--- src/rtl/uart_conf_bank_if.sv ---
// Request/acknowledge port of the UART configuration bank.
// Master issues addressed reads/writes, slave acknowledges.
interface uart_conf_bank_if #(
    parameter int CONFIG_WIDTH = 32,
    parameter int ADDR_WIDTH   = 2
);
    logic                    conf_req;
    logic                    conf_we;
    logic [ADDR_WIDTH-1:0]   conf_addr;
    logic [CONFIG_WIDTH-1:0] conf_in;
    logic                    conf_ack;
    logic                    conf_err;
    logic [CONFIG_WIDTH-1:0] conf_rdata;

    modport master (
        output conf_req,
        output conf_we,
        output conf_addr,
        output conf_in,
        input  conf_ack,
        input  conf_err,
        input  conf_rdata
    );

    modport slave (
        input  conf_req,
        input  conf_we,
        input  conf_addr,
        input  conf_in,
        output conf_ack,
        output conf_err,
        output conf_rdata
    );
endinterface

--- src/rtl/uart_conf_bank.sv ---
// Bank of UART configuration registers with addressed write/read-back.
// Accept, commit, then wait for request release before the next accept.
module uart_conf_bank #(
    parameter int CONFIG_WIDTH = 32,
    parameter int NUM_REGS     = 4,
    parameter int ADDR_WIDTH   = 2,
    parameter logic [NUM_REGS*CONFIG_WIDTH-1:0] RESET_VALUE =
        {NUM_REGS{32'h00000062}}
) (
    input  logic                             clock,
    input  logic                             reset,
    uart_conf_bank_if.slave                  bus,
    output logic [NUM_REGS*CONFIG_WIDTH-1:0] conf_out,
    output logic [NUM_REGS-1:0]              conf_upd
);

    typedef enum logic [1:0] {
        IDLE,
        ACK,
        RELEASE
    } state_t;

    state_t                  state;
    logic                    sh_we;
    logic [ADDR_WIDTH-1:0]   sh_addr;
    logic [CONFIG_WIDTH-1:0] sh_data;
    logic [CONFIG_WIDTH-1:0] regs [NUM_REGS];

    logic                    in_range;
    logic [CONFIG_WIDTH-1:0] rd_mux;

    // Loop-based decode keeps out-of-range addresses from indexing regs.
    always_comb begin
        in_range = 1'b0;
        rd_mux   = '0;
        for (int i = 0; i < NUM_REGS; i++) begin
            if (bus.conf_addr == ADDR_WIDTH'(i)) begin
                in_range = 1'b1;
                rd_mux   = regs[i];
            end
        end
    end

    always_comb begin
        conf_out = '0;
        for (int i = 0; i < NUM_REGS; i++) begin
            conf_out[i*CONFIG_WIDTH +: CONFIG_WIDTH] = regs[i];
        end
    end

    always_ff @(posedge clock or negedge reset) begin
        if (!reset) begin
            state          <= IDLE;
            sh_we          <= 1'b0;
            sh_addr        <= '0;
            sh_data        <= '0;
            bus.conf_ack   <= 1'b0;
            bus.conf_err   <= 1'b0;
            bus.conf_rdata <= '0;
            conf_upd       <= '0;
            for (int i = 0; i < NUM_REGS; i++) begin
                regs[i] <= RESET_VALUE[i*CONFIG_WIDTH +: CONFIG_WIDTH];
            end
        end else begin
            conf_upd <= '0;
            case (state)
                IDLE: begin
                    if (bus.conf_req) begin
                        sh_we          <= bus.conf_we;
                        sh_addr        <= bus.conf_addr;
                        sh_data        <= bus.conf_in;
                        bus.conf_err   <= !in_range;
                        bus.conf_rdata <= rd_mux;
                        bus.conf_ack   <= 1'b1;
                        state          <= ACK;
                    end
                end
                ACK: begin
                    bus.conf_ack <= 1'b0;
                    if (bus.conf_req) begin
                        // conf_err still holds the accept-time range check.
                        for (int i = 0; i < NUM_REGS; i++) begin
                            if (sh_we && !bus.conf_err &&
                                sh_addr == ADDR_WIDTH'(i)) begin
                                regs[i]     <= sh_data;
                                conf_upd[i] <= 1'b1;
                            end
                        end
                        state <= RELEASE;
                    end else begin
                        state <= IDLE;
                    end
                end
                RELEASE: begin
                    if (!bus.conf_req) begin
                        state <= IDLE;
                    end
                end
                default: state <= IDLE;
            endcase
        end
    end

endmodule
--- src/flat_wrapper.sv ---
// flat-port wrapper written by rule: the top's interface ports become plain ports
module uart_conf_bank_flat 
#(
    parameter int CONFIG_WIDTH = 32,
    parameter int NUM_REGS     = 4,
    parameter int ADDR_WIDTH   = 2,
    parameter logic [NUM_REGS*CONFIG_WIDTH-1:0] RESET_VALUE =
        {NUM_REGS{32'h00000062}}
)
  (clock, reset, conf_out, conf_upd, bus_conf_req, bus_conf_we, bus_conf_addr, bus_conf_in, bus_conf_ack, bus_conf_err, bus_conf_rdata);
  uart_conf_bank_if #(.CONFIG_WIDTH(CONFIG_WIDTH), .ADDR_WIDTH(ADDR_WIDTH)) bus_i ();
  input  logic clock;
  input  logic reset;
  output logic [NUM_REGS*CONFIG_WIDTH-1:0] conf_out;
  output logic [NUM_REGS-1:0] conf_upd;
  input wire logic [$bits(bus_i.conf_req)-1:0] bus_conf_req;
  input wire logic [$bits(bus_i.conf_we)-1:0] bus_conf_we;
  input wire logic [$bits(bus_i.conf_addr)-1:0] bus_conf_addr;
  input wire logic [$bits(bus_i.conf_in)-1:0] bus_conf_in;
  output wire logic [$bits(bus_i.conf_ack)-1:0] bus_conf_ack;
  output wire logic [$bits(bus_i.conf_err)-1:0] bus_conf_err;
  output wire logic [$bits(bus_i.conf_rdata)-1:0] bus_conf_rdata;
  assign bus_i.conf_req = bus_conf_req;
  assign bus_i.conf_we = bus_conf_we;
  assign bus_i.conf_addr = bus_conf_addr;
  assign bus_i.conf_in = bus_conf_in;
  assign bus_conf_ack = bus_i.conf_ack;
  assign bus_conf_err = bus_i.conf_err;
  assign bus_conf_rdata = bus_i.conf_rdata;
  uart_conf_bank #(.CONFIG_WIDTH(CONFIG_WIDTH), .NUM_REGS(NUM_REGS), .ADDR_WIDTH(ADDR_WIDTH), .RESET_VALUE(RESET_VALUE)) u_core (.clock(clock), .reset(reset), .bus(bus_i), .conf_out(conf_out), .conf_upd(conf_upd));
endmodule
--- config.mk ---
export PLATFORM = sky130hd
export DESIGN_NAME = uart_conf_bank_flat
export DESIGN_NICKNAME = d
export VERILOG_FILES = /design/src/rtl/uart_conf_bank_if.sv /design/src/rtl/uart_conf_bank.sv /design/src/flat_wrapper.sv
export SDC_FILE = /design/constraint.sdc
export NUM_CORES = 1
export LEC_CHECK = 0
export ABC_AREA = 1
export CELL_PAD_IN_SITES_DETAIL_PLACEMENT = 1
export CELL_PAD_IN_SITES_GLOBAL_PLACEMENT = 1
export CORE_MARGIN = 5
export CORE_UTILIZATION = 33
export CTS_CLUSTER_DIAMETER = 120
export CTS_CLUSTER_SIZE = 24
export DETAILED_ROUTE_END_ITERATION = 6
export PLACE_DENSITY_LB_ADDON = 0.1
export SYNTH_ARGS = -nofsm -noshare
export SYNTH_HDL_FRONTEND = slang
export SYNTH_SLANG_ARGS = --single-unit
export TNS_END_PERCENT = 30
--- constraint.sdc ---
create_clock -name clock -period 1.2 [get_ports clock]
set_input_delay 0.36 -clock clock [delete_from_list [all_inputs] [get_ports clock]]
set_output_delay 0.36 -clock clock [all_outputs]
set_load 0.01 [all_outputs]
==> results of run 1 <==
[report_power, final]
group | internal, mW | leakage (nW) | total, mW | switching (mW)
Sequential | 9.26 | 2.64 | 11.3 | 2.04
Clock | 2.05 | 0.174 | 4.48 | 2.43
Combinational | 6.25 | 4.61 | 11.9 | 5.63
Total | 17.6 | 7.42 | 27.7 | 10.1
[metal layers]
layer	share of wire	GRT usage
met1	0.44	0.301
met5	0	0
met3	0.050	0.0281
met2	0.49	0.383
met4	0.017	0.0455
[area by class of cell]
type,instances,area (sq um)
Sequential cell,203,5100
Timing Repair Buffer,444,3630
Tap cell,341,427
Inverter,13,56.3
Fill cell,3273,13700
Multi-Input combinational cell,798,3440
Clock buffer,19,348
Clock inverter,1,16.3
[metrics by stage]
step	setup WS [ps]	TNS (ps)	instance area [sq um]
after detailed placement	-581	-114580	12800
after global routing	-352	-62710	13000
after floorplan	0.866	0	8860
final	-321	-42750	13000
after CTS	-337	-46980	12700
after global placement	-560	-108140	12800
[cell families after synthesis]
family | share of synthesized area
simple gates | 0.356
flops | 0.575
compound gates | 0.0198
buf+inv | 0.0494
[registers in the layout, indices dropped and copies added (netlist names)]
| register | count |
|---|---|
| u_core.sh_we | 1 |
| u_core.bus.conf_rdata | 32 |
| u_core.conf_out | 128 |
| u_core.sh_addr | 2 |
| u_core.sh_data | 32 |
| u_core.bus.conf_ack | 1 |
| u_core.state | 2 |
| u_core.bus.conf_err | 1 |
| u_core.conf_upd | 4 |
[synthesized netlist by cell type, drive strengths merged]
cell type / n
dfrtp: 191
nand2: 498
nand3: 194
buf: 65
nor2: 71
dfstp: 12
o21ai: 35
clkbuf: 6
inv: 13
[what timing repair did]
action	in CTS	in global routing
resized for setup	710	31
setup buffers	26	23
endpoints found under the setup margin	364	364
pin swaps	2	0
endpoints found under the hold margin	11	0
hold buffers	1	0
[how the worst max path moves through the flow]
stage / startpoint / end / slack (ps) / cells past startpoint
5_1_grt: u_core.conf_out[33] / conf_out[33] / -350 / 1
2_1_floorplan: u_core.bus.conf_err / u_core.conf_out[100] / 0.9 / 7
3_5_place_dp: bus_conf_req / u_core.conf_out[43] / -580 / 7
4_1_cts: u_core.conf_out[33] / conf_out[33] / -340 / 1
6_report: u_core.conf_out[33] / conf_out[33] / -320 / 1
3_3_place_gp: bus_conf_req / u_core.conf_out[103] / -560 / 6
==> key figures, run 1 <==
Worst setup path
  – End of the worst register-to-register path: u_core.conf_out[125]
  – R2R setup slack: -120 ps
  – Worst EP arrival: roughly 1200 ps
  – Top cell family by delay on the critical path: flip-flops
  – R2R cell count: 7
  – Worst setup path category: register to primary output
  – Max incr delay on CP: about 570 ps
  – Worst path required time: 840 ps
  – Cells along the critical path: buf_6
  – Crit-path max FO: 2
  – WP buf/inv: 1
  – CP Launch Type: register
  – Setup crit end kind: primary output
  – Worst path slowest cell: dfstp_2
  – FF-to-FF Start: u_core.bus.conf_err

Route
  – DRT Pass-1 Iters: 5
  – Initial drt markers: between 500 and 600
  – Antenna violation net count after detailed routing: 0
  – # DRC: 0
  – Drt wl/cell: approximately 19 um
  – Vias: ~8800
  – Routed WL: between 30 and 40 mm
  – Vias/cell: 4.85

Cells and area
  – Commonest non-fill, non-tap cell in the layout: nand2_1
  – P&R area growth vs syn: 47.0%
  – Antenna diode count: 0
  – Most frequent cells in the layout: nand2_1, buf_4, nand3_1, dfrtp_1, buf_2
  – Share of layout cells above drive strength 1: 0.323
  – Fin util: 0.487
  – Final cell count without fillers: 1819
  – Nets: between 1500 and 2000

Clock tree
  – Clk_lat worst skew: around 480 ps
  – Clk pin slew, worst setup/hold paths: 100 ps
  – Clk root buf: clkbuf_16
  – CTS tree: done
  – Num CTS Buffers: 12
  – Buffer depth of the longest clock path: 3
  – H-tree level count: 1
  – TritonCTS Sinks: roughly 200

STA
  – Relative slew slack: 0.752
  – Worst Tran Pin Value: around 370 ps
  – Period utilisation layout: 1.27
  – Post-route minimum period: 1520 ps
  – Final hold vios: 0
  – RSZ-0062 raised after global routing: yes
  – Setup WS post-layout: -321 ps
  – FMAX: 0.658 GHz
  – Final Skew: 28.8 ps
  – Final setup fails: between 300 and 400
  – Worst hold slack: between 300 and 400 ps
  – Final Max Tran Viols: 0

Global route
  – Vias in the first global route: 9405
  – GR Overflow Total: 0
  – GRT Total Usage: 0.222
  – Initial antenna violation count: 0
  – Largest net degree at the start of global routing: 50
  – Global-route wire length before repair: roughly 54 mm

Synthesis
  – Synthesized Nets: between 1000 and 1500
  – Post-Synthesis Cells: 1085
  – YS warnings: 0
  – Seq cells post-synth: roughly 200
  – Cell Area, Synth: 0.00886 sq mm
  – Top cells by area, synth: dfrtp_1, nand2_1, nand3_1, dfstp_2, nor2_1
  – Top cell type's share of synthesized area: 0.540
  – Sequential fraction of the synthesis area: 0.575
  – Syn avg cell area: between 8 and 9 sq um
  – Synth area leader: dfrtp_1
  – Synth cell types: 17

Outcome
  – Failing checks: negative setup slack
  – Outcome: complete, but fails checks

Placement
  – Placed cell count: between 1500 and 2000
  – GP Congestion: roughly 0.78
  – I/O Buffers: between 200 and 250
  – Post-DP HPWL: between 20 and 25 mm

Floorplanning
  – DIE HEIGHT: 174 um
  – Core ar.: around 0.027 sq mm
  – Chip width: between 150 and 200 um
  – Rows: 60
  – # IOs: slightly above 200
  – Initial Utilization: 0.331
  – Die ar.: 0.0302 sq mm

Power
  – Power per cell area: approximately 2100 mW/mm^2
  – Peak supply drop: roughly 0.87 mV
  – Total design power: around 28 mW
  – P_leak: around 7.4 nW

Min path
  – Hold Crit Class: primary input to asynchronous set/reset pin

Flow run
  – MaxCap Viol Count: 0
(Power assumes the default switching activity.)
==> run 2: changes to the inputs <==
--- a/config.mk
+++ b/config.mk
@@ -8,11 +8,11 @@
 export ABC_AREA = 1
 export CELL_PAD_IN_SITES_DETAIL_PLACEMENT = 1
 export CELL_PAD_IN_SITES_GLOBAL_PLACEMENT = 1
-export CORE_MARGIN = 5
 export CORE_UTILIZATION = 33
 export CTS_CLUSTER_DIAMETER = 120
 export CTS_CLUSTER_SIZE = 24
 export DETAILED_ROUTE_END_ITERATION = 6
+export HOLD_SLACK_MARGIN = 0.12
 export PLACE_DENSITY_LB_ADDON = 0.1
 export SYNTH_ARGS = -nofsm -noshare
 export SYNTH_HDL_FRONTEND = slang
==> run 2 against run 1 <==
Net effect:
- the run ends with design-rule violations, negative setup slack left
- critical path depth unchanged
- sequential power about the same
- via count up 0.59%
- routed wire length down 1.4%
- clock skew shrank 1.6 ps
- final area increased by 1.7%
- count of clock-buffer cells in the layout is 4 lower
- combinational power hardly changed
- non-clock buffer count rose by 13
- worst setup slack improved by 2.3 ps
- first-iteration DRC count is 10% lower
- register-to-register slack worse by 70 ps
- largest cell class unchanged
- highest routed layer unchanged
==> key figures, run 2 (synthesized netlist as in run 1, its figures left out) <==
Outcome
  – Outcome: complete, but fails checks
  – Failing checks: design-rule violations, negative setup slack

Clock tree
  – Clk root buf: clkbuf_16
  – Num CTS Buffers: 12 (unchanged)
  – Buffer depth of the longest clock path: 3 (unchanged)
  – H-tree level count: 1 (unchanged)
  – Clk pin slew, worst setup/hold paths: 100 ps (about the same)
  – Clk_lat worst skew: 480 ps (about the same)
  – CTS tree: done
  – TritonCTS Sinks: 203 (unchanged)

Cells and area
  – Nets: 1523 (+0.86%)
  – Most frequent cells in the layout: nand2_1, buf_4, nand3_1, dfrtp_1, buf_2
  – Fin util: 0.505 (+0.0181)
  – P&R area growth vs syn: 49.5%
  – Final Cell Area: 0.0132 sq mm (+1.7%)
  – Max FFs per register: 128 (unchanged)
  – Commonest non-fill, non-tap cell in the layout: nand2_1
  – Share of layout cells above drive strength 1: 0.356 (+0.0330)

STA
  – FMAX: 0.659 GHz (+0.15%)
  – Relative slew slack: 0.809 (+0.0566)
  – Post-route minimum period: 1520 ps (-2.33 ps)
  – Period utilisation layout: 1.27 (-0.00194)
  – Final Skew: 27.2 ps (-1.59 ps)
  – Final Max Tran Viols: 0 (unchanged)
  – Setup WS post-layout: -318 ps (+2.33 ps)
  – Total Neg Setup Slack: -44710 ps (-1960 ps)
  – RSZ-0062 raised after global routing: yes
  – Worst Tran Pin Value: 287 ps (-84.8 ps)
  – Final hold vios: 0 (unchanged)
  – Final setup fails: 355 (+7.9%)

Worst setup path
  – R2R cell count: 7 (unchanged)
  – Worst setup path category: register to primary output
  – Cells along the critical path: buf_6
  – Worst path required time: 840 ps (about the same)
  – CP Launch Point: u_core.conf_out[1]
  – End of the worst register-to-register path: u_core.conf_out[14]
  – Worst EP arrival: 1160 ps (about the same)
  – R2R setup slack: -190 ps (-70 ps)
  – Setup crit end kind: primary output
  – Worst path slowest cell: dfstp_2
  – Top cell family by delay on the critical path: flip-flops
  – WP buf/inv: 1 (unchanged)
  – FF-to-FF Start: u_core.bus.conf_err
  – Crit-path max FO: 2 (unchanged)
  – CP Launch Type: register
  – Max incr delay on CP: 570 ps (about the same)

Route
  – Vias/cell: 4.87 (+0.37%)
  – Drt wl/cell: 18.3 um (-1.6%)
  – Antenna violation net count after detailed routing: 0 (unchanged)
  – Routed WL: 33.4 mm (-1.4%)
  – Initial drt markers: 500 (-10%)
  – DRT Pass-1 Iters: 7 (+2)
  – Vias: 8876 (+0.59%)
  – # DRC: 12 (+12)

Floorplanning
  – Chip width: 166 um (-4.6%)
  – Die ar.: 0.0275 sq mm (-9.0%)
  – DIE HEIGHT: 166 um (-4.6%)
  – Rows: 59 (-1.7%)
  – Core ar.: 0.0262 sq mm (-1.9%)
  – # IOs: 204 (unchanged)
  – Initial Utilization: 0.338 (+0.00657)

Global route
  – GRT Total Usage: 0.240 (+0.0184)
  – Global-route wire length before repair: 51.7 mm (-4.0%)
  – Vias in the first global route: 9050 (-3.8%)
  – GR Overflow Total: 0 (unchanged)
  – Initial antenna violation count: 1 (+1)
  – Largest net degree at the start of global routing: 48 (-4.0%)

Placement
  – I/O Buffers: 203 (unchanged)
  – Post-place instance area: 0.0128 sq mm (+0.39%)
  – GP Congestion: 0.777 (-0.73%)
  – Post-DP HPWL: 22.3 mm (-5.1%)

Power
  – Power per cell area: 2090 mW/mm^2 (-1.4%)
  – Peak supply drop: 0.936 mV (+8.0%)
  – P_leak: 7.52 nW (+1.3%)

Flow run
  – MaxCap Viol Count: 0 (unchanged)

Min path
  – Hold Crit Class: primary input to asynchronous set/reset pin
==> run 2: cell types whose count changed in the layout (fill, tap and decap cells not counted), moves of 6 or more <==
cell | before | now
nand2_2 | 6 | 34
nand2_1 | 487 | 455
nor2_1 | 48 | 42
buf_2 | 130 | 139
==> run 2: repair_timing <==
action                                  4_1_cts  5_1_grt
hold buffers                                  1        0
hold endpoints to repair                    194        0
endpoints found under the setup margin      365      366
gates cloned                                  0        2
buffers inserted                             30       24
gates resized for setup                     712       71
pin swaps                                     9        3
==> run 2: layout make-up <==
class | instances | area (sq um)
clock inverter | 1 | 16.3
fill | 3172 | 13000
timing repair buffer | 457 | 3750
sequential | 203 | 5100
multi-input combinational | 798 | 3570
inverter | 13 | 56.3
clock buffer | 15 | 333
tap | 335 | 419
antenna | 1 | 2.50
==> run 2: where the power goes <==
group	total [mW]	internal, mW	leakage (nW)	switching, mW
clock	4.40	2.00	0.169	2.40
sequential	11.2	9.26	2.64	1.97
combinational	12.1	6.37	4.71	5.74
total	27.7	17.6	7.52	10.1
==> run 2: worst max path at each step <==
stage | cells past startpoint | to | slack, ps
floorplan | 7 | u_core.conf_out[100] | 0.9
global placement | 7 | u_core.conf_out[8] | -560
detailed placement | 7 | u_core.conf_out[8] | -610
CTS | 1 | conf_out[1] | -330
global route | 1 | conf_out[1] | -350
finish | 1 | conf_out[1] | -320
==> run 2: routing by layer <==
layer,track usage,vias up,part of all wire
li1,-,4240,-
met3,0.0288,33,0.044
met4,0.0524,0,0.016
met5,0,-,0
met1,0.323,4401,0.44
met2,0.415,202,0.50
==> run 2: per-stage QoR <==
| step | cells | power, mW | hold WS [ps] | setup slack (ps) |
|---|---|---|---|---|
| finish | 1823 | 27.7 | 302 | -318 |
| global route | 1823 | 29.5 | 289 | -354 |
| CTS | 1796 | 27.1 | 287 | -333 |
| detailed placement | 1749 | 23.7 | 247 | -614 |
| global placement | 1749 | 23.4 | 248 | -558 |
| floorplan | 1085 | 14.9 | 64.4 | 0.866 |
==> run 2: worst reg2reg max path: stages, from the launching register on <==
cell and delay [ps]:
dfrtp_1 400, inv_2 110, nand2_8 100, nor2_4 200
nand2_4 170, clkbuf_16 220, nand2_1 60, nand2_1 40
